## src/rtl/async_fifo_pkg.sv

```systemverilog
// =============================================================================
// Module      : async_fifo_pkg
// Description : Shared types and helpers for the async FIFO write-side logic.
// Revision    : 1.0 - initial release
// =============================================================================
`default_nettype none

package async_fifo_pkg;

    typedef enum logic {
        ARB_IDLE  = 1'b0,
        ARB_BURST = 1'b1
    } arb_state_t;

    // Index width that never collapses to zero bits for tiny counts.
    function automatic int clog2_min1(input int n);
        int r;
        r = 0;
        for (int i = 0; i < 31; i++) begin
            if ((1 << i) < n) r = i + 1;
        end
        return (r < 1) ? 1 : r;
    endfunction

endpackage

`default_nettype wire

```

## src/rtl/async_fifo_rr_pick.sv

```systemverilog
// =============================================================================
// Module      : async_fifo_rr_pick
// Description : Combinational rotating-priority finder starting at rr_ptr.
// Revision    : 1.0 - initial release
// =============================================================================
`default_nettype none

module async_fifo_rr_pick #(
    parameter int NREQ  = 4,
    parameter int IDX_W = 2
) (
    input  logic [NREQ-1:0]  req,
    input  logic [IDX_W-1:0] rr_ptr,
    output logic             valid,
    output logic [IDX_W-1:0] idx
);

    // Walk offsets from the far end back to zero so the closest one wins.
    always_comb begin : p_pick
        int w_cand;
        valid  = |req;
        idx    = '0;
        w_cand = 0;
        for (int k = NREQ - 1; k >= 0; k--) begin
            w_cand = int'(rr_ptr) + k;
            if (w_cand >= NREQ) w_cand = w_cand - NREQ;
            if (req[w_cand]) idx = IDX_W'(w_cand);
        end
    end

endmodule

`default_nettype wire

```

## src/rtl/async_fifo_wr_arbiter.sv

```systemverilog
// =============================================================================
// Module      : async_fifo_wr_arbiter
// Description : Round-robin burst-locking arbiter for the async FIFO write port.
// Revision    : 1.0 - initial release
// =============================================================================
`default_nettype none

module async_fifo_wr_arbiter
    import async_fifo_pkg::*;
#(
    parameter int NREQ      = 4,
    parameter int DWIDTH    = 8,
    parameter int MAX_BURST = 4,
    localparam int IDX_W    = clog2_min1(NREQ)
) (
    input  logic                     wrclk,
    input  logic                     reset_L,
    input  logic [NREQ-1:0]          req,
    input  logic [NREQ*DWIDTH-1:0]   req_data,
    output logic [NREQ-1:0]          gnt,
    input  logic                     full,
    output logic                     push,
    output logic [DWIDTH-1:0]        wrdata,
    output logic [IDX_W-1:0]         owner,
    output logic                     lock
);

    localparam int             CNT_W     = clog2_min1(MAX_BURST + 1);
    localparam logic [CNT_W-1:0] c_max_cnt = CNT_W'(MAX_BURST);

    arb_state_t         r_state;
    logic [IDX_W-1:0]   r_rr_ptr;
    logic [CNT_W-1:0]   r_cnt;
    logic [IDX_W-1:0]   r_owner;

    logic               w_pick_valid;
    logic [IDX_W-1:0]   w_pick_idx;
    logic [NREQ-1:0]    w_gnt;
    logic [IDX_W-1:0]   w_owner;
    logic [DWIDTH-1:0]  w_slot [NREQ];

    function automatic logic [IDX_W-1:0] f_next(input logic [IDX_W-1:0] idx);
        return (int'(idx) == NREQ - 1) ? '0 : idx + IDX_W'(1);
    endfunction

    generate
        for (genvar i = 0; i < NREQ; i++) begin : g_slot
            assign w_slot[i] = req_data[i*DWIDTH +: DWIDTH];
        end
    endgenerate

    async_fifo_rr_pick #(
        .NREQ  (NREQ),
        .IDX_W (IDX_W)
    ) u_pick (
        .req    (req),
        .rr_ptr (r_rr_ptr),
        .valid  (w_pick_valid),
        .idx    (w_pick_idx)
    );

    // Grants are gated by reset so the port goes quiet the instant reset asserts.
    always_comb begin
        w_gnt   = '0;
        w_owner = r_owner;
        if (reset_L && !full) begin
            if (r_state == ARB_IDLE) begin
                if (w_pick_valid) begin
                    w_gnt[w_pick_idx] = 1'b1;
                    w_owner           = w_pick_idx;
                end
            end else if (req[r_owner]) begin
                w_gnt[r_owner] = 1'b1;
            end
        end
    end

    assign gnt    = w_gnt;
    assign push   = |w_gnt;
    assign owner  = w_owner;
    assign wrdata = push ? w_slot[w_owner] : '0;
    assign lock   = (r_state == ARB_BURST);

    always_ff @(posedge wrclk or negedge reset_L) begin
        if (!reset_L) begin
            r_state  <= ARB_IDLE;
            r_rr_ptr <= '0;
            r_cnt    <= '0;
            r_owner  <= '0;
        end else begin
            case (r_state)
                ARB_IDLE: begin
                    if (w_pick_valid && !full) begin
                        r_owner <= w_pick_idx;
                        if (MAX_BURST == 1) begin
                            r_rr_ptr <= f_next(w_pick_idx);
                        end else begin
                            r_state <= ARB_BURST;
                            r_cnt   <= CNT_W'(1);
                        end
                    end
                end
                ARB_BURST: begin
                    if (req[r_owner]) begin
                        if (!full) begin
                            if (r_cnt + CNT_W'(1) == c_max_cnt) begin
                                r_state  <= ARB_IDLE;
                                r_rr_ptr <= f_next(r_owner);
                                r_cnt    <= '0;
                            end else begin
                                r_cnt <= r_cnt + CNT_W'(1);
                            end
                        end
                    end else begin
                        // Owner let go: spend one bubble cycle and hand priority on.
                        r_state  <= ARB_IDLE;
                        r_rr_ptr <= f_next(r_owner);
                        r_cnt    <= '0;
                    end
                end
                default: begin
                    r_state <= ARB_IDLE;
                end
            endcase
        end
    end

endmodule

`default_nettype wire

```

## config.mk

```make
export PLATFORM = sky130hd
export DESIGN_NAME = async_fifo_wr_arbiter
export DESIGN_NICKNAME = d
export VERILOG_FILES = /design/src/rtl/async_fifo_pkg.sv /design/src/rtl/async_fifo_rr_pick.sv /design/src/rtl/async_fifo_wr_arbiter.sv
export SDC_FILE = /design/constraint.sdc
export NUM_CORES = 1
export LEC_CHECK = 0
export BUFFER_PORTS_ARGS = -buffer_cell sky130_fd_sc_hd__buf_4
export CAP_MARGIN = 20
export CORE_ASPECT_RATIO = 1.4
export CORE_UTILIZATION = 44
export DETAILED_ROUTE_END_ITERATION = 6
export GPL_TIMING_DRIVEN = 0
export PLACE_DENSITY = 0.79
export SYNTH_ARGS = -nofsm -noshare
export SYNTH_HDL_FRONTEND = slang
export SYNTH_SLANG_ARGS = --single-unit
```

## constraint.sdc

```tcl
create_clock -name wrclk -period 3.1 [get_ports wrclk]
set_clock_uncertainty 0.15 [all_clocks]
set_input_delay 0.62 -clock wrclk [delete_from_list [all_inputs] [get_ports wrclk]]
set_output_delay 0.62 -clock wrclk [all_outputs]
set_load 0.005 [all_outputs]
```

==> flow_summary.toml, run 1 <==
[global_routing]
grt_pass1_vias = 1111
overflow = 0
grt_pass1_wl_mm = 4.547
grtUsageTotal = 0.2355
grt_max_degree = 11
antenna_found_initial = 0

[power]
p_seq_frac = 0.189
p_sw_frac = 0.4304
power_frac_comb = 0.742
pwr-share-clk = 0.069
intPower_uw = 605.3
irDropWorstVdd_v = 0.0004242
power_leakage_nw = 0.8019
p_per_area_nw_per_um2 = 699.0
power_switching_uw = 457.3

[clock_network]
clock_latency_ns = 0.24
clk_pin_slew_worst_paths_ns = 0.05
cts.path.max_buffers = 2
root_buffer = "clkbuf_4"
cts_buffers = 3
cts.htree.levels = 1
clkSinkCount = 8
cts_tree = "done"
holdBufCountCts = 0

[setup_path]
rrSetupSlack_ns = 1.16
criticalPathCategory = "input port to primary output"
rr_startpoint = "r_owner[1]"
reg2regPathDepth = 3
end_kind = "primary output"
max_stage_delay_ns = 0.57
arrival_ns = 2.26
cp.required_ns = 2.33
start_kind = "input port"
cp-startpoint = "req[1]"
slowest_stage = "or4_4"
path_depth = 9
cp_top_family = "buffers and inverters"
crit_fanout = 10
cp-endpoint = "wrdata[1]"
r2r_end = "r_cnt[2]"
cp_cell_sequence = "buf_4, or4_4, a21oi_2, a31oi_1, buf_6, buf_12, mux2i_2, o22ai_1, buf_4"
crit_top_cell = "buf_4"
crit_buf_inv = 4

[layout]
area_delta_synth_final_pct = 52.45
drive_gt1_frac = 0.4318
n_antenna_cell = 0
nets = 223

[synthesis]
synth-edff-count = 0
netlist_instances = 115
synthSimpleGateAreaFrac = 0.2008
synth_seq_cells = 8
synth_nets = 160
synthArstFlopShare = 1.000
yosysUniqueCellTypes = 39
synthAdderAreaFrac = 0.07528
synth.cell_area_um2 = 997.2
synth_warnings = 0
synthFlopType = "dfrtp_1"
avgSynthCellArea_um2 = 8.671
synth_compound_area_frac = 0.2221
yosysSeqAreaShare = 0.2008
synthMuxAreaShare = 0.2196
synth-xor-area-share = 0.008783
synth_top_family_by_area = "compound AO/OA/AOI/OAI gates"

[timing]
setup_tns_ns = 0
period_needed_ns = 3.030
hold_viol = 0
maxSlewHeadroom = 0.6763
worst_slew_pin_slew_ns = 0.4811
final.setup.worst_slack_ns = 0.07049
rsz0062_at_grt = "false"
setup_viol = 0
fmax_mhz = 330.1
fin_crit_sh = 0.9773
fin_hold_ws_ns = 0.04036
report.final.slew_viol_count = 0

[die]
rows = 20
die-width_um = 42.24
io_pins = 55
core_region_area_um2 = 2152
initial_core_util = 0.4634
die_h_um = 58.33
dieArea_um2 = 2464

[route]
drt_iter0_drc = 14
num_vias = 1124
drt-pass1-iter-count = 4
drc = 0
post_drt_wl_per_cell_um = 14.19
viasPerCell = 5.677
drtAntennaViolNets = 0
drt-total-wl_mm = 2.810

[run]
maxCapViolCount = 0

[place]
routabilityCongestion = 0.9051
post-dp-hpwl_mm = 2.317
pre_cts_ws_ns = 0.04661
io_buffers = 54

[run_status]
status = "complete, no violations"

[worst_hold_path]
hold_path_class = "input port to async pin"
## synthesized netlist by cell type, types with 2 or more instances
library cell,n,share of area
dfrtp_1,8,0.20
nand2b_1,2,0.013
a32oi_1,4,0.035
a21oi_1,4,0.020
ha_1,6,0.075
and2_1,2,0.013
mux2i_1,17,0.17
inv_1,9,0.034
nor2_1,7,0.026
mux2_2,2,0.023
o21ai_0,5,0.025
nand3_1,3,0.015
nor4_1,2,0.013
o22ai_1,8,0.050
nand2_1,10,0.038
nor3_1,2,0.010
a211o_1,2,0.018
## layout make-up
cell class	count	area (um2)
multi-input combinational	95	762.0
fill	163	631.9
timing repair buffer	58	435.4
sequential	8	200.2
buffer	3	38.79
inverter	9	33.78
tap	22	27.53
clock buffer	3	22.52
## logic make-up (layout without fill, tap and decap cells)
| family | Yosys count | in the layout |
|---|---|---|
| buf+inv | 12 | 73 |
| mux | 20 | 20 |
| fa+ha+maj | 6 | 6 |
| simple gates | 37 | 37 |
| flops | 8 | 8 |
| compound gates | 31 | 31 |
| xor+xnor | 1 | 1 |
## power groups by stage
stage	clock network (mW)	registers (mW)	logic [mW]
floorplan	0	0.191	0.506
global placement	0	0.199	0.711
detailed placement	0	0.201	0.724
CTS	0.0785	0.200	0.728
global route	0.0853	0.208	0.873
finish	0.0737	0.200	0.789
## per-layer routing
layer	routed length, um	global-route usage	up-vias
met2	1487	0.4330	53
li1	-	-	562
met4	13	0.1071	0
met3	268	0.07055	2
met5	0	0	-
met1	1040	0.2418	507
## repair_timing
action | CTS | global route
setup buffers | 0 | 4
gates resized for setup | 0 | 6
endpoints found under the hold margin | 0 | 0
endpoints found under the setup margin | 0 | 8
## state kept, by name, indices dropped and copies added, names as in the netlist
name and count:
r_owner 2, r_cnt 3, lock 1, r_rr_ptr 2
## cell usage in the layout (no fill, tap or decap), drive strengths merged, types with 2 or more instances in the layout
| cell type | instances |
|---|---|
| a211o | 2 |
| clkbuf | 3 |
| o22ai | 8 |
| a21o | 2 |
| nor2 | 7 |
| nor3 | 2 |
| nand2b | 2 |
| inv | 9 |
| nand2 | 11 |
| mux2i | 17 |
| and2 | 2 |
| a21oi | 5 |
| nor4 | 3 |
| buf | 61 |
| nand3 | 3 |
| o21ai | 5 |
| dfrtp | 8 |
| ha | 6 |
| mux2 | 2 |
| a32oi | 4 |
## metrics by stage
step | std cells | utilization | total power, mW | cell area (um2)
final | 198 | 0.7064 | 1.063 | 1520
after global routing | 198 | 0.7064 | 1.166 | 1520
after CTS | 194 | 0.6750 | 1.006 | 1453
after detailed placement | 191 | 0.6645 | 0.9259 | 1430
after global placement | 191 | 0.6645 | 0.9094 | 1430
after floorplan | 115 | - | 0.6971 | 997.2
## worst min-delay path by stage
stage / start / to / cells past startpoint
floorplan: reset_L / lock / 0
global placement: reset_L / r_cnt[2] / 1
detailed placement: reset_L / r_cnt[1] / 1
CTS: reset_L / r_cnt[2] / 1
global route: reset_L / r_owner[1] / 1
finish: reset_L / r_cnt[2] / 1
## worst reg2reg max path, stage by stage, from the launching register on
cell and delay (ns):
dfrtp_1 0.42, mux4_1 0.68, a21o_1 0.27, a211o_1 0.30
(Power assumes the default switching activity.)
==> run 2, diff against run 1 <==
MAX_ROUTING_LAYER = met4   (was unset)
==> run 2 against run 1 <==
  * Sequential power barely moved
  * Routed wire length increased by 3.5%
  * Combinational power is essentially flat
  * Count of clock-buffer cells in the layout unchanged
  * Non-clock buffer count grew 1
  * Sequential cell count stayed put
  * Global-route usage increased by 0.97 points
  * Register-to-register slack got worse by 0.02 ns
  * Design area is 0.25% higher
  * Clock power up 3.8%
  * Total power rose by 0.60%
  * Die area unchanged
  * Critical path type unchanged
  * Largest cell class unchanged
  * Largest power group unchanged
==> flow_summary.toml, run 2 (synthesis results as in run 1) <==
[layout]
drive_gt1_frac = 0.4294
area_delta_synth_final_pct = 52.82
largest_reg_flops = 3
final_common_cell = "buf_4"
n_antenna_cell = 0
reg.largest.list = "r_cnt: 3 flops, r_owner: 2 flops, r_rr_ptr: 2 flops"
nets = 224
top_register = "r_cnt"
most-common-layout-cells = "buf_4 (60), mux2i_1 (17), inv_1 (9), nand2_1 (9)"

[global_routing]
grtUsageTotal = 0.2452
grt_pass1_wl_mm = 4.657
antenna_found_initial = 0
grt_max_degree = 11
grt_pass1_vias = 1087
overflow = 0

[setup_path]
rr_startpoint = "r_owner[1]"
max_stage_delay_ns = 0.57
criticalPathCategory = "input port to primary output"
rrSetupSlack_ns = 1.14
arrival_ns = 2.25
cp_cell_sequence = "buf_4, or4_4, a21oi_2, a31oi_1, buf_6, buf_12, mux2i_1, o22ai_1, buf_4"
crit_fanout = 10
r2r_end = "r_rr_ptr[0]"
reg2regPathDepth = 4
start_kind = "input port"
cp.required_ns = 2.33
end_kind = "primary output"
crit_top_cell = "buf_4"
slowest_stage = "or4_4"

[timing]
report.final.slew_viol_count = 0
setup_viol = 0
period_needed_ns = 3.021
hold_viol = 0
fmax_mhz = 331.0
fin_crit_sh = 0.9746
worst_slew_pin_slew_ns = 0.4956
rsz0062_at_grt = "false"
maxSlewHeadroom = 0.6665
final.setup.worst_slack_ns = 0.07883

[clock_network]
root_buffer = "clkbuf_4"
clock_latency_ns = 0.25
cts_tree = "done"
cts.htree.levels = 1
cts.path.max_buffers = 2
clkSinkCount = 8
clk_pin_slew_worst_paths_ns = 0.06
cts_buffers = 3

[route]
drt_iter0_drc = 10
drt-pass1-iter-count = 4
drtAntennaViolNets = 0
drc = 0
num_vias = 1148
drt-total-wl_mm = 2.909
post_drt_wl_per_cell_um = 14.62
viasPerCell = 5.769

[place]
post-dp-hpwl_mm = 2.320
io_buffers = 54
pre_cts_ws_ns = -0.009147
routabilityCongestion = 0.9112

[power]
irDropWorstVdd_v = 0.0005057
p_per_area_nw_per_um2 = 701.5
pwr-share-clk = 0.072
power.total_mw = 1.069
intPower_uw = 604.6
p_seq_frac = 0.189
power_switching_uw = 464.4
p_sw_frac = 0.4344
power_frac_comb = 0.739
power_leakage_nw = 0.8103

[die]
dieArea_um2 = 2464
core_region_area_um2 = 2152
rows = 20
io_pins = 55
die_h_um = 58.33
initial_core_util = 0.4634
die-width_um = 42.24

[worst_hold_path]
hold_path_class = "input port to async pin"

[run_status]
status = "complete, no violations"

[run]
maxCapViolCount = 0
==> run 2: routing by layer <==
layer | vias to the layer above | GRT usage | wire length [um]
met5 | - | - | 0
met4 | 0 | 0.08482 | 31
met3 | 4 | 0.07055 | 293
met2 | 49 | 0.4242 | 1507
met1 | 533 | 0.2676 | 1078
li1 | 562 | - | -
==> run 2: worst max path at each step <==
stage	start	endpoint	slack [ns]	cells after the start
detailed placement	req[1]	wrdata[5]	-0.009	9
finish	req[1]	wrdata[5]	0.08	9
global placement	req[1]	wrdata[5]	0.02	9
global route	req[3]	wrdata[1]	0.01	9
CTS	lock	wrdata[5]	0.04	9
floorplan	req[1]	wrdata[5]	0.42	7
==> run 2: cell type report <==
type | instances | area, um2
plain buffers | 3 | 38.79
clock buffers | 3 | 22.52
fillers | 182 | 628.1
inverters | 9 | 33.78
multi-input cells | 95 | 758.2
flip-flops and latches | 8 | 200.2
well taps | 22 | 27.53
repair buffers | 59 | 442.9
==> run 2: per-stage QoR <==
step	util	cells	setup TNS [ns]	instance area [um2]	hold WS, ns
finish	0.7081	199	0	1524	0.03180
global route	0.7081	199	0	1524	0.02202
CTS	0.6791	194	0	1461	0.03365
global placement	0.6645	191	0	1430	0.2962
detailed placement	0.6645	191	-0.01571	1430	0.2972
floorplan	-	115	0	997.2	0.1744
==> run 2: power by group through the flow <==
stage          sequential, mW  combinational [mW]  clock, mW
5_1_grt                 0.210               0.870     0.0861
4_1_cts                 0.201               0.733     0.0772
3_5_place_dp            0.203               0.728          0
3_3_place_gp            0.199               0.710          0
2_1_floorplan           0.191               0.506          0
6_report                0.202               0.790     0.0765
==> run 2: critical path, delay by kind of cell <==
kind	cells	cell delay, ns
buf+inv	4	0.58
mux	1	0.12
simple gates	1	0.57
compound gates	3	0.37
==> run 2: repair_timing <==
| action | CTS | global route |
|---|---|---|
| gates cloned | 0 | 0 |
| setup endpoints to repair | 1 | 8 |
| pin swaps | 0 | 2 |
| buffers inserted | 0 | 5 |
| gates resized for setup | 1 | 4 |
| hold buffers | 0 | 0 |
==> run 3, diff against run 2 <==
BUFFER_PORTS_ARGS = unset   (was -buffer_cell sky130_fd_sc_hd__buf_4)
CAP_MARGIN = unset   (was 20)
CORE_UTILIZATION = 50   (was 44)
DONT_BUFFER_PORTS = 1   (was unset)
PLACE_DENSITY = unset   (was 0.79)
==> run 3 against run 2 <==
  * Die area down 12%
  * Final cell count is 30% lower
  * Design area down 30%
  * Total power fell by 18%
  * Non-clock buffer count down 58
  * Routed wire length decreased by 23%
  * First-iteration DRC count grew to 2.7 times the previous value
  * Via count decreased by 21%
  * Critical path type is now flop to primary output
  * Largest power group unchanged
==> flow_summary.toml, run 3 (synthesis results as in run 1) <==
[worst_hold_path]
hold_path_class = "flop to flop"

[layout]
top_register = "r_cnt"
drive_gt1_frac = 0.1345
nets = 166
reg.largest.list = "r_cnt: 3 flops, r_owner: 2 flops, r_rr_ptr: 2 flops"
largest_reg_flops = 3
area_delta_synth_final_pct = 6.274
most-common-layout-cells = "mux2i_1 (17), nand2_1 (10), inv_1 (9)"
final_common_cell = "mux2i_1"
final_cells = 139
n_antenna_cell = 0

[power]
p_sw_frac = 0.4618
intPower_uw = 472.2
irDropWorstVdd_v = 0.0004360
power_switching_uw = 405.3
power_frac_comb = 0.681
p_per_area_nw_per_um2 = 828.0
p_seq_frac = 0.234
power_leakage_nw = 0.5203
pwr-share-clk = 0.085

[clock_network]
clkSinkCount = 8
cts_buffers = 3
cts.path.max_buffers = 2
clock_latency_ns = 0.25
cts_tree = "done"
cts.htree.levels = 1
root_buffer = "clkbuf_4"
post_cts_buffers = 0
clk_pin_slew_worst_paths_ns = 0.05

[die]
dieArea_um2 = 2180
io_pins = 55
rows = 18
initial_core_util = 0.5466
core_region_area_um2 = 1824
die_h_um = 54.84
die-width_um = 39.75

[global_routing]
grt_max_degree = 11
use_met2 = 0.3443
grt_use_met1 = 0.2614
use_met3 = 0.03659
grt_pass1_vias = 753
busiest_layer = "met2"
overflow = 0
grt_pass1_wl_mm = 3.118
grtUsageTotal = 0.2161
antenna_found_initial = 0

[route]
drt_iter0_drc = 27
drc = 0
drt-total-wl_mm = 2.226
viasPerCell = 6.525
drt-pass1-iter-count = 4
post_drt_wl_per_cell_um = 16.01
num_vias = 907
drtAntennaViolNets = 0

[timing]
setup_viol = 0
hold_viol = 0
period_needed_ns = 2.944
rsz0062_at_grt = "false"
fmax_mhz = 339.6
maxSlewHeadroom = 0.7470
report.final.slew_viol_count = 0
fin_crit_sh = 0.9498
setup_tns_ns = 0
worst_slew_pin_slew_ns = 0.3764

[place]
post-dp-hpwl_mm = 1.828
io_buffers = 0
dp_cells = 135
routabilityCongestion = 0.8318

[run]
maxCapViolCount = 0

[setup_path]
crit_fanout = 8
criticalPathCategory = "flop to primary output"
start_kind = "flop"
cp.required_ns = 2.33
arrival_ns = 2.17
end_kind = "primary output"

[run_status]
status = "complete, no violations"
run 3: changes by cell type in the layout (fill, tap and decap cells not counted), sizes merged:
cell and change:
buf -59, dlygate4sd3 +1
run 3: power by group through the flow:
stage	Sequential, mW	Combinational (mW)	Clock (mW)
6_report	0.205	0.598	0.0743
5_1_grt	0.211	0.668	0.0842
4_1_cts	0.204	0.599	0.0809
3_5_place_dp	0.206	0.593	0
3_3_place_gp	0.203	0.586	0
2_1_floorplan	0.191	0.506	0
run 3: worst paths after layout:
| kind | slack, ns | from | depth (start not counted) | end |
|---|---|---|---|---|
| max | 0.16 | r_owner[1] | 5 | wrdata[5] |
| min | 0.38 | r_cnt[1] | 2 | r_cnt[1] |
| max reg2reg | 1.14 | r_owner[1] | 3 | r_cnt[2] |
| min reg2reg | 0.38 | r_cnt[1] | 2 | r_cnt[1] |
| max in group asynchronous | 1.97 | reset_L | 1 | r_owner[0] |
| min in group asynchronous | 0.57 | reset_L | 1 | r_cnt[2] |
run 3: worst max-delay path, cell delays in order, from the launching register on:
cell	delay, ns
dfrtp_1	0.44
mux4_1	0.48
nand2_2	0.11
o31ai_2	0.37
o211ai_2	0.26
o22ai_1	0.27
run 3: area by class of cell:
| class | count | area [um2] |
|---|---|---|
| Buffer | 3 | 38.79 |
| Clock buffer | 3 | 22.52 |
| Fill cell | 182 | 764.5 |
| Inverter | 9 | 33.78 |
| Multi-Input combinational cell | 95 | 729.5 |
| Sequential cell | 8 | 200.2 |
| Tap cell | 20 | 25.02 |
| Timing Repair Buffer | 1 | 10.01 |
run 3: stage by stage:
step	setup slack [ns]	util	instance area (um2)	total power, mW	hold WS [ns]
6_report	0.1555	0.5809	1060	0.8775	0.3834
5_1_grt	0.01094	0.5809	1060	0.9635	0.4237
4_1_cts	0.1255	0.5782	1055	0.8840	0.3916
3_5_place_dp	0.3056	0.5604	1022	0.7989	0.1746
3_3_place_gp	0.3088	0.5604	1022	0.7883	0.1746
2_1_floorplan	0.4228	-	997.2	0.6971	0.1744
run 3: what timing repair did:
item / in CTS / in global routing
hold buffers: 1 / 0
hold endpoints to repair: 8 / 0
setup endpoints to repair: 0 / 1
gates resized for setup: 0 / 1
run 3: routing by layer:
metal / part of all wire / vias up
met3: 0.077 / 2
met5: 0 / -
met1: 0.41 / 420
met4: 0.0054 / 0
met2: 0.50 / 39
li1: - / 446
